==> config.mk <==
export PLATFORM = sky130hd
export DESIGN_NAME = instr_ctrl_flat
export DESIGN_NICKNAME = d
export VERILOG_FILES = /design/src/rtl/instr_ctrl_pkg.sv /design/src/rtl/instr_ctrl_if.sv /design/src/rtl/instr_ctrl_decode.sv /design/src/rtl/instr_ctrl.sv /design/src/flat_wrapper.sv
export SDC_FILE = /design/constraint.sdc
export NUM_CORES = 1
export LEC_CHECK = 0
export CORE_MARGIN = 2
export CORE_UTILIZATION = 37
export CTS_CLUSTER_DIAMETER = 30
export DETAILED_ROUTE_END_ITERATION = 10
export PLACE_DENSITY_LB_ADDON = 0.2
export SYNTH_ARGS = -nofsm -noshare
export SYNTH_HDL_FRONTEND = slang
export SYNTH_SLANG_ARGS = --single-unit
==> constraint.sdc <==
create_clock -name clk -period 2.2 [get_ports clk]
set_clock_uncertainty 0.2 [all_clocks]
set_input_delay 0.33 -clock clk [delete_from_list [all_inputs] [get_ports clk]]
set_output_delay 0.33 -clock clk [all_outputs]
set_load 0.005 [all_outputs]
==> src/rtl/instr_ctrl_pkg.sv <==
// instr_ctrl_pkg: shared constants and types for the host instruction
// controller.
//   - instruction/field widths and bit positions of the 71-bit word
//   - opcode constants and a legality helper
//   - FSM state encoding
package instr_ctrl_pkg;

  localparam int INSTR_W = 71;
  localparam int ADDR_W  = 16;
  localparam int DIM_W   = 8;
  localparam int MODE_W  = 4;
  localparam int OP_W    = 3;

  // Field bit positions inside the instruction word
  localparam int OP_MSB   = 70;
  localparam int OP_LSB   = 68;
  localparam int A_MSB    = 67;
  localparam int A_LSB    = 52;
  localparam int B_MSB    = 51;
  localparam int B_LSB    = 36;
  localparam int O_MSB    = 35;
  localparam int O_LSB    = 20;
  localparam int M_MSB    = 19;
  localparam int M_LSB    = 12;
  localparam int K_MSB    = 11;
  localparam int K_LSB    = 4;
  localparam int MODE_MSB = 3;
  localparam int MODE_LSB = 0;

  localparam logic [OP_W-1:0] OP_NOP    = 3'd0;
  localparam logic [OP_W-1:0] OP_CONFIG = 3'd1;
  localparam logic [OP_W-1:0] OP_RUN    = 3'd2;

  typedef enum logic [2:0] {
    ST_IDLE     = 3'd0,
    ST_ACK      = 3'd1,
    ST_WAIT_RDY = 3'd2,
    ST_LAUNCH   = 3'd3,
    ST_BUSY     = 3'd4
  } state_t;

  // True for the three defined opcodes
  function automatic logic op_is_legal(input logic [OP_W-1:0] op);
    logic legal;
    case (op)
      OP_NOP, OP_CONFIG, OP_RUN: legal = 1'b1;
      default:                   legal = 1'b0;
    endcase
    return legal;
  endfunction

endpackage

==> src/rtl/instr_ctrl_if.sv <==
// instr_ctrl_if: host instruction handshake.
//   instr_valid : host -> controller, word valid
//   instr       : host -> controller, INSTR_W-bit instruction
//   ack         : controller -> host, one-cycle acceptance pulse
// master = host side, slave = controller side.
interface instr_ctrl_if;
  import instr_ctrl_pkg::*;

  logic               instr_valid;
  logic [INSTR_W-1:0] instr;
  logic               ack;

  modport master (output instr_valid, output instr, input ack);
  modport slave  (input instr_valid, input instr, output ack);

endinterface

==> src/rtl/instr_ctrl_decode.sv <==
// instr_decode: purely combinational split of an instruction word into its
// fields plus an opcode legality flag.
//   instr_i  : instruction word
//   op_o     : opcode
//   a/b/o_base_o, m_o, k_o, mode_o : CONFIG payload fields
//   legal_o  : opcode is NOP, CONFIG or RUN
module instr_decode
  import instr_ctrl_pkg::*;
(
  input  logic [INSTR_W-1:0] instr_i,
  output logic [OP_W-1:0]    op_o,
  output logic [ADDR_W-1:0]  a_base_o,
  output logic [ADDR_W-1:0]  b_base_o,
  output logic [ADDR_W-1:0]  o_base_o,
  output logic [DIM_W-1:0]   m_o,
  output logic [DIM_W-1:0]   k_o,
  output logic [MODE_W-1:0]  mode_o,
  output logic               legal_o
);

  assign op_o     = instr_i[OP_MSB:OP_LSB];
  assign a_base_o = instr_i[A_MSB:A_LSB];
  assign b_base_o = instr_i[B_MSB:B_LSB];
  assign o_base_o = instr_i[O_MSB:O_LSB];
  assign m_o      = instr_i[M_MSB:M_LSB];
  assign k_o      = instr_i[K_MSB:K_LSB];
  assign mode_o   = instr_i[MODE_MSB:MODE_LSB];
  assign legal_o  = op_is_legal(op_o);

endmodule

==> src/rtl/instr_ctrl.sv <==
// instr_ctrl: responder for host instructions of the accelerator.
// Accepts instructions on the host interface, acks them for one cycle,
// latches CONFIG fields and sequences RUN: wait for both global buffers,
// pulse start, wait for eng_done, raise sticky done.
//   clk, rst         : clock, asynchronous active-low reset
//   host (slave)     : instr_valid / instr / ack handshake
//   A_ready, B_ready : global buffers loaded
//   eng_done         : engine finished pulse
//   start, done, err : launch pulse, sticky complete, sticky illegal opcode
//   cfg_*            : configuration registers
// Optional macro INSTR_PERF_CNT_EN adds perf_instr / perf_cycles counters.
module instr_ctrl
  import instr_ctrl_pkg::*;
(
  input  logic              clk,
  input  logic              rst,
  instr_ctrl_if.slave       host,
  input  logic              A_ready,
  input  logic              B_ready,
  input  logic              eng_done,
  output logic              done,
  output logic              start,
  output logic [ADDR_W-1:0] cfg_a_base,
  output logic [ADDR_W-1:0] cfg_b_base,
  output logic [ADDR_W-1:0] cfg_o_base,
  output logic [DIM_W-1:0]  cfg_m,
  output logic [DIM_W-1:0]  cfg_k,
  output logic [MODE_W-1:0] cfg_mode,
  output logic              err
`ifdef INSTR_PERF_CNT_EN
  ,
  output logic [15:0]       perf_instr,
  output logic [31:0]       perf_cycles
`endif
);

  logic [OP_W-1:0]   dec_op_s;
  logic [ADDR_W-1:0] dec_a_s, dec_b_s, dec_o_s;
  logic [DIM_W-1:0]  dec_m_s, dec_k_s;
  logic [MODE_W-1:0] dec_mode_s;
  logic              dec_legal_s;

  instr_decode u_decode (
    .instr_i  (host.instr),
    .op_o     (dec_op_s),
    .a_base_o (dec_a_s),
    .b_base_o (dec_b_s),
    .o_base_o (dec_o_s),
    .m_o      (dec_m_s),
    .k_o      (dec_k_s),
    .mode_o   (dec_mode_s),
    .legal_o  (dec_legal_s)
  );

  state_t            state_q, state_d;
  logic              armed_q, armed_d;
  logic              ack_q, ack_d;
  logic              start_q, start_d;
  logic              done_q, done_d;
  logic              err_q, err_d;
  logic [OP_W-1:0]   op_q, op_d;
  logic [ADDR_W-1:0] a_base_q, a_base_d, b_base_q, b_base_d, o_base_q, o_base_d;
  logic [DIM_W-1:0]  m_q, m_d, k_q, k_d;
  logic [MODE_W-1:0] mode_q, mode_d;
  logic              accept_s;

  assign accept_s = (state_q == ST_IDLE) && host.instr_valid && armed_q;

  // Next-state, command decode and output pulse generation
  always_comb begin
    state_d  = state_q;
    armed_d  = armed_q;
    ack_d    = 1'b0;
    start_d  = 1'b0;
    done_d   = done_q;
    err_d    = err_q;
    op_d     = op_q;
    a_base_d = a_base_q;
    b_base_d = b_base_q;
    o_base_d = o_base_q;
    m_d      = m_q;
    k_d      = k_q;
    mode_d   = mode_q;

    // A host holding valid high stays disarmed until it drops valid once
    if (!host.instr_valid) begin
      armed_d = 1'b1;
    end else begin
      armed_d = armed_q;
    end

    case (state_q)
      ST_IDLE: begin
        if (accept_s) begin
          state_d = ST_ACK;
          ack_d   = 1'b1;
          armed_d = 1'b0;
          op_d    = dec_op_s;
          if (!dec_legal_s) begin
            err_d = 1'b1;
          end else begin
            case (dec_op_s)
              OP_CONFIG: begin
                a_base_d = dec_a_s;
                b_base_d = dec_b_s;
                o_base_d = dec_o_s;
                m_d      = dec_m_s;
                k_d      = dec_k_s;
                mode_d   = dec_mode_s;
              end
              OP_RUN:  done_d = 1'b0;
              default: done_d = done_q;
            endcase
          end
        end else begin
          state_d = ST_IDLE;
        end
      end
      ST_ACK: begin
        if (op_q == OP_RUN) begin
          // An empty problem completes without touching the engine
          if ((m_q == 8'd0) || (k_q == 8'd0)) begin
            state_d = ST_IDLE;
            done_d  = 1'b1;
          end else begin
            state_d = ST_WAIT_RDY;
          end
        end else begin
          state_d = ST_IDLE;
        end
      end
      ST_WAIT_RDY: begin
        if (A_ready && B_ready) begin
          state_d = ST_LAUNCH;
          start_d = 1'b1;
        end else begin
          state_d = ST_WAIT_RDY;
        end
      end
      ST_LAUNCH: begin
        state_d = ST_BUSY;
      end
      ST_BUSY: begin
        if (eng_done) begin
          state_d = ST_IDLE;
          done_d  = 1'b1;
        end else begin
          state_d = ST_BUSY;
        end
      end
      default: begin
        state_d = ST_IDLE;
      end
    endcase
  end

  // State and output registers
  always_ff @(posedge clk or negedge rst) begin
    if (!rst) begin
      state_q  <= ST_IDLE;
      armed_q  <= 1'b1;
      ack_q    <= 1'b0;
      start_q  <= 1'b0;
      done_q   <= 1'b0;
      err_q    <= 1'b0;
      op_q     <= OP_NOP;
      a_base_q <= 16'd0;
      b_base_q <= 16'd0;
      o_base_q <= 16'd0;
      m_q      <= 8'd0;
      k_q      <= 8'd0;
      mode_q   <= 4'd0;
    end else begin
      state_q  <= state_d;
      armed_q  <= armed_d;
      ack_q    <= ack_d;
      start_q  <= start_d;
      done_q   <= done_d;
      err_q    <= err_d;
      op_q     <= op_d;
      a_base_q <= a_base_d;
      b_base_q <= b_base_d;
      o_base_q <= o_base_d;
      m_q      <= m_d;
      k_q      <= k_d;
      mode_q   <= mode_d;
    end
  end

  assign host.ack   = ack_q;
  assign start      = start_q;
  assign done       = done_q;
  assign err        = err_q;
  assign cfg_a_base = a_base_q;
  assign cfg_b_base = b_base_q;
  assign cfg_o_base = o_base_q;
  assign cfg_m      = m_q;
  assign cfg_k      = k_q;
  assign cfg_mode   = mode_q;

`ifdef INSTR_PERF_CNT_EN
  logic [15:0] perf_instr_q;
  logic [31:0] perf_cycles_q;
  logic        run_phase_s;

  assign run_phase_s = (state_q == ST_WAIT_RDY) || (state_q == ST_LAUNCH) ||
                       (state_q == ST_BUSY);

  // Accepted-instruction counter (wraps) and run-cycle counter (saturates)
  always_ff @(posedge clk or negedge rst) begin
    if (!rst) begin
      perf_instr_q  <= 16'd0;
      perf_cycles_q <= 32'd0;
    end else begin
      if (accept_s) begin
        perf_instr_q <= perf_instr_q + 16'd1;
      end else begin
        perf_instr_q <= perf_instr_q;
      end
      if (run_phase_s && (perf_cycles_q != 32'hFFFF_FFFF)) begin
        perf_cycles_q <= perf_cycles_q + 32'd1;
      end else begin
        perf_cycles_q <= perf_cycles_q;
      end
    end
  end

  assign perf_instr  = perf_instr_q;
  assign perf_cycles = perf_cycles_q;
`endif

endmodule
==> src/flat_wrapper.sv <==
// flat-port wrapper written by rule: the top's interface ports become plain ports
module instr_ctrl_flat import instr_ctrl_pkg::*;
  (clk, rst, A_ready, B_ready, eng_done, done, start, cfg_a_base, cfg_b_base, cfg_o_base, cfg_m, cfg_k, cfg_mode, err, host_instr_valid, host_instr, host_ack);
  instr_ctrl_if host_i ();
  input  logic clk;
  input  logic rst;
  input  logic A_ready;
  input  logic B_ready;
  input  logic eng_done;
  output logic done;
  output logic start;
  output logic [ADDR_W-1:0] cfg_a_base;
  output logic [ADDR_W-1:0] cfg_b_base;
  output logic [ADDR_W-1:0] cfg_o_base;
  output logic [DIM_W-1:0] cfg_m;
  output logic [DIM_W-1:0] cfg_k;
  output logic [MODE_W-1:0] cfg_mode;
  output logic err;
  input wire logic [$bits(host_i.instr_valid)-1:0] host_instr_valid;
  input wire logic [$bits(host_i.instr)-1:0] host_instr;
  output wire logic [$bits(host_i.ack)-1:0] host_ack;
  assign host_i.instr_valid = host_instr_valid;
  assign host_i.instr = host_instr;
  assign host_ack = host_i.ack;
  instr_ctrl u_core (.clk(clk), .rst(rst), .host(host_i), .A_ready(A_ready), .B_ready(B_ready), .eng_done(eng_done), .done(done), .start(start), .cfg_a_base(cfg_a_base), .cfg_b_base(cfg_b_base), .cfg_o_base(cfg_o_base), .cfg_m(cfg_m), .cfg_k(cfg_k), .cfg_mode(cfg_mode), .err(err));
endmodule
After elaboration in Yosys (flattened, before gate mapping). Index checks and enable logic that the tools add are counted.

Register bits: 79. Input bits: 77. Output and inout bits: 72.

Eq/ne operators: 13. Muxes and demuxes: 21. Bitwise gates (word level): 1. Reduce and logical (&&, ||, !) cells: 14.

Operator list (number): 8-bit logical NOT (2); 1-bit 2-to-1 mux (16); 3-bit case mux with 5 select lines (1); 3-bit by 2-bit equality test with 1-bit output, second input constant (4); 2-bit by 1-bit inequality test with 1-bit output, second input constant (4); 7-bit AND reduction (1); 3-bit by 1-bit equality test with 1-bit output, second input constant (2); 3-bit logical NOT (2); 2-bit 2-to-1 mux (2); 2-bit inequality test, second input constant (2); 4-bit AND reduction (1); 3-bit equality test, second input constant (1); 1-bit logical AND (3); 3-bit 2-to-1 mux (1); 1-bit case mux with 3 select lines (1); 3-bit AND reduction (1); 3-bit nonzero test (1); 3-bit OR reduction (1); 2-bit AND reduction (1); 1-bit logical OR (1); 1-bit inverter (1).

Longest topological paths before layout.
Depth after elaboration: 6. Gate-level depth with buffers: 7.

Hierarchy. Synthesis repeated with hierarchy kept, for this count alone.

Cells, all modules: 264. Area total of the unflattened synthesis: 3678.5 um^2.

By module, submodules not included: instr_ctrl (times used 1, cells each 192, area each 3136.8 um^2, seq. area each 1978.1 um^2); instr_decode (times used 1, cells each 72, area each 541.8 um^2, seq. area each 0.0 um^2).

Worst setup path before layout. OpenSTA, ideal clock, no wires.

Kind: flip-flop to flip-flop. From: register u_core.state_q[0]. To: register u_core.a_base_q[10] (netlist: u_core.cfg_a_base[10]). Setup time: 0.125 ns. Arrival: 1.927 ns. Setup slack: -0.052 ns. Cell stages (with the launch flop): 8. Path through: dfrtp_1 > nor3_2 > nand3_2 > or4b_1 > buf_2 > buf_6 > buf_6 > mux2_4.

Cells in the longest elaborated chain, start to end: 4.

Ends and longest elaborated chain: from (decl) (line instr_ctrl.sv:55) `state_t state_q, state_d;`; from (signal assigned) (line instr_ctrl.sv:174) `state_q <= state_d;`; 3-bit logical NOT * (line instr_ctrl.sv:67, instr_ctrl.sv:92); 1-bit logical AND (2 in a row) (line instr_ctrl.sv:67) `assign accept_s = (state_q == ST_IDLE) && host.instr_valid && armed_q;`; 4-bit AND reduction (no source line) *; to (signal assigned) (line instr_ctrl.sv:181) `a_base_q <= a_base_d;`; to (decl) (line instr_ctrl.sv:62) `logic [ADDR_W-1:0] a_base_q, a_base_d, b_base_q, b_base_d, o_base_q, o_base_d;`.

Every way passes the cells marked *; elsewhere a longest branch is shown, timed or not. A chain may end at the register's enable or synchronous reset.

Worst setup path in the final report.
From: register u_core.state_q[0]. To: register u_core.o_base_q[10] (netlist: u_core.cfg_o_base[10]).

Cells in the longest elaborated chain, start to end: 4.

Ends and longest elaborated chain: 3-bit logical NOT * (line instr_ctrl.sv:67, instr_ctrl.sv:92); 1-bit logical AND (2 in a row) (line instr_ctrl.sv:67); 4-bit AND reduction (no source line) *; to (signal assigned) (line instr_ctrl.sv:183) `o_base_q <= o_base_d;`; to (decl) (line instr_ctrl.sv:62).

Marks and branches as above.

==> impl_metrics.env <==
export IMPL_switching_power_mw=1.580
export IMPL_ant_nets=0
export IMPL_power_frac_comb_pct=41.3
export IMPL_min_period_ns=2.133
export IMPL_postCtsSetupRepairBufs=0
export IMPL_p_total_mw=6.003
export IMPL_via_count=2153
export IMPL_ys_ff_latch=79
export IMPL_clkSinkCount=79
export IMPL_hold_class="reg2reg"
export IMPL_endpoint_kind="flop"
export IMPL_n_fill_cell=673
export IMPL_relSlewSlack_pct=67.77
export IMPL_r2r_start="u_core.state_q[0]"
export IMPL_synth_warnings=0
export IMPL_whs_ns=0.2769
export IMPL_dp_hpwl_um=5342
export IMPL_overflow=0
export IMPL_final_cell_mix="147 x clkdlybuf4s50_1, 78 x dfrtp_1, 48 x mux2_2"
export IMPL_grt_pass1_vias=2267
export IMPL_final_common_cell="clkdlybuf4s50_1"
export IMPL_hold_viol=0
export IMPL_hp_start="u_core.op_q[1]"
export IMPL_area_growth_pct=60.65
export IMPL_grt_antenna_before_repair=0
export IMPL_fin_ws_ns=0.06705
export IMPL_drt_initial_drc_count=50
export IMPL_arrival_ns=2.15
export IMPL_setup_worst_path_start_class="flop"
export IMPL_power_density_nw_per_um2=1200
export IMPL_outcome="completed"
export IMPL_dieWidth_um=95.73
export IMPL_max_freq_mhz=468.8
export IMPL_grt_first_pass_wirelength_um=11100
export IMPL_post_route_period_util_pct=96.95
export IMPL_path_class="reg2reg"
export IMPL_htreeDepth=3
export IMPL_power_internal_mw=4.423
export IMPL_gp_congestion=0.7156
export IMPL_maxSlewViolCount=0
export IMPL_clock_latency_ns=0.34
export IMPL_drive_gt1_share_pct=27.87
export IMPL_clkTransAtPathRegs_ns=0.08
export IMPL_cts_max_path_buffers=2
export IMPL_fp_dieH_um=95.73
export IMPL_synth_cell_types=23
export IMPL_synthCells=197
export IMPL_cp_required_ns=2.22
export IMPL_preCtsSetupSlack_ns=-0.1305
export IMPL_sw_frac_of_total_pct=26.32
export IMPL_critPathMaxFanout=17
export IMPL_start_util_pct=38.08
export IMPL_synth_area_per_cell_um2=15.80
export IMPL_tightestPinTransition_ns=0.4835
export IMPL_portBuffers=148
export IMPL_synth_seq_area_share_pct=63.55
export IMPL_crit_start="u_core.state_q[0]"
export IMPL_synth_fp_nets=274
export IMPL_vias_per_cell=4.571
export IMPL_peakVddDrop_uv=574.1
export IMPL_placementRows=33
export IMPL_dieArea_um2=9163
export IMPL_grt_max_degree=44
export IMPL_clkPwrFrac_pct=17.2
export IMPL_ios=149
export IMPL_syn_area_um2=3113
export IMPL_seqPwrFrac_pct=41.5
export IMPL_drv_cap=0
export IMPL_cts_tree="yes"
export IMPL_drt_pass1_iter_count=4
export IMPL_setup_viol=0
export IMPL_routedWlPerCell_um=15.10
export IMPL_track_usage_pct=16.01
export IMPL_rsz0062_at_grt="false"
export IMPL_diodes=0
export IMPL_fp_coreArea_um2=8175
export IMPL_drc_errors=0
export IMPL_wl_um=7112
export IMPL_clockRootBuffer="clkbuf_8"
export IMPL_nets=438
export IMPL_p_leak_nw=2.246
export IMPL_numCtsBuffers=9
-- worst paths after layout --
| path | to | slack (ns) | cells past startpoint |
|---|---|---|---|
| min | u_core.op_q[1] | 0.28 | 2 |
| max | u_core.cfg_o_base[10] | 0.07 | 5 |
| min in group asynchronous | u_core.cfg_o_base[13] | 0.30 | 2 |
| min reg2reg | u_core.op_q[1] | 0.28 | 2 |
| max in group asynchronous | u_core.cfg_b_base[0] | 0.91 | 3 |
| max reg2reg | u_core.cfg_o_base[10] | 0.07 | 5 |
-- metrics by stage --
step	util (%)	std cells	setup TNS [ns]	area [µm²]
after floorplan	-	197	-1.049	3113
after global placement	58.66	454	-5.282	4796
after detailed placement	58.66	454	-6.308	4796
after CTS	61.10	471	0	4995
after global routing	61.17	471	0	5001
final	61.17	471	0	5001
-- per-layer routing --
layer / GRT usage (%) / wire [µm]
met1: 18.84 / 2857
met2: 25.35 / 3290
met4: 5.952 / 110
met3: 7.831 / 855
met5: 0 / 0
-- critical path: stages, from the launching register on --
cell     delay, ns
dfrtp_1       0.41
nor3_4        0.22
nand3_2       0.10
or4b_4        0.55
buf_4         0.24
mux2_2        0.29
-- power by group through the flow --
stage | registers (mW) | logic (mW) | clock network, mW
after global routing | 2.58 | 2.68 | 1.14
after CTS | 2.49 | 2.52 | 1.07
final | 2.49 | 2.48 | 1.03
after detailed placement | 2.51 | 2.50 | 0
after global placement | 2.49 | 2.46 | 0
after floorplan | 2.54 | 0.823 | 0
-- sequential cells by signal (all words and copies together), names as in the netlist, 3 cells and up --
name               count
u_core.cfg_k           8
u_core.op_q            3
u_core.cfg_a_base     16
u_core.cfg_mode        4
u_core.state_q         3
u_core.cfg_o_base     16
u_core.cfg_m           8
u_core.cfg_b_base     16
-- layout make-up --
cell class | instances | area, µm² | area share (%)
Clock buffer | 10 | 127.6 | 2.552
Sequential cell | 79 | 1978 | 39.55
Clock inverter | 6 | 61.31 | 1.226
Tap cell | 105 | 131.4 | 2.627
Inverter | 2 | 7.507 | 0.1501
Multi-Input combinational cell | 108 | 1079 | 21.57
Timing Repair Buffer | 161 | 1617 | 32.32
-- logic make-up after synthesis --
group	Yosys count	synth area share, %
muxes	68	27.01
DFF	79	63.55
AOI/OAI and AO/OA	8	1.367
and+or+nand+nor	32	5.949
buffers and inverters	10	2.130
-- cell usage after synthesis, drive strengths merged --
cell type,count,area share [%]
nor2b,1,0.20
nand4,1,0.20
nor3b,3,0.72
nand2,12,1.4
o21ai,1,0.16
o21bai,1,0.24
nor3,1,0.32
or4b,1,0.32
or2,2,0.40
nand3b,2,0.48
nor2,2,0.24
dfrtp,78,63
buf,8,1.9
a21oi,6,0.96
nand3,1,0.32
inv,2,0.24
mux2,68,27
nor4,4,0.80
dfstp,1,0.84
nand4b,1,0.28
and3,1,0.20
-- timing repair --
action / CTS / global route
hold buffers: 1 / 0
hold endpoints to repair: 35 / 0
setup endpoints to repair: 0 / 20
resized for setup: 0 / 1
No activity file was read; power rests on OpenSTA's default activity.
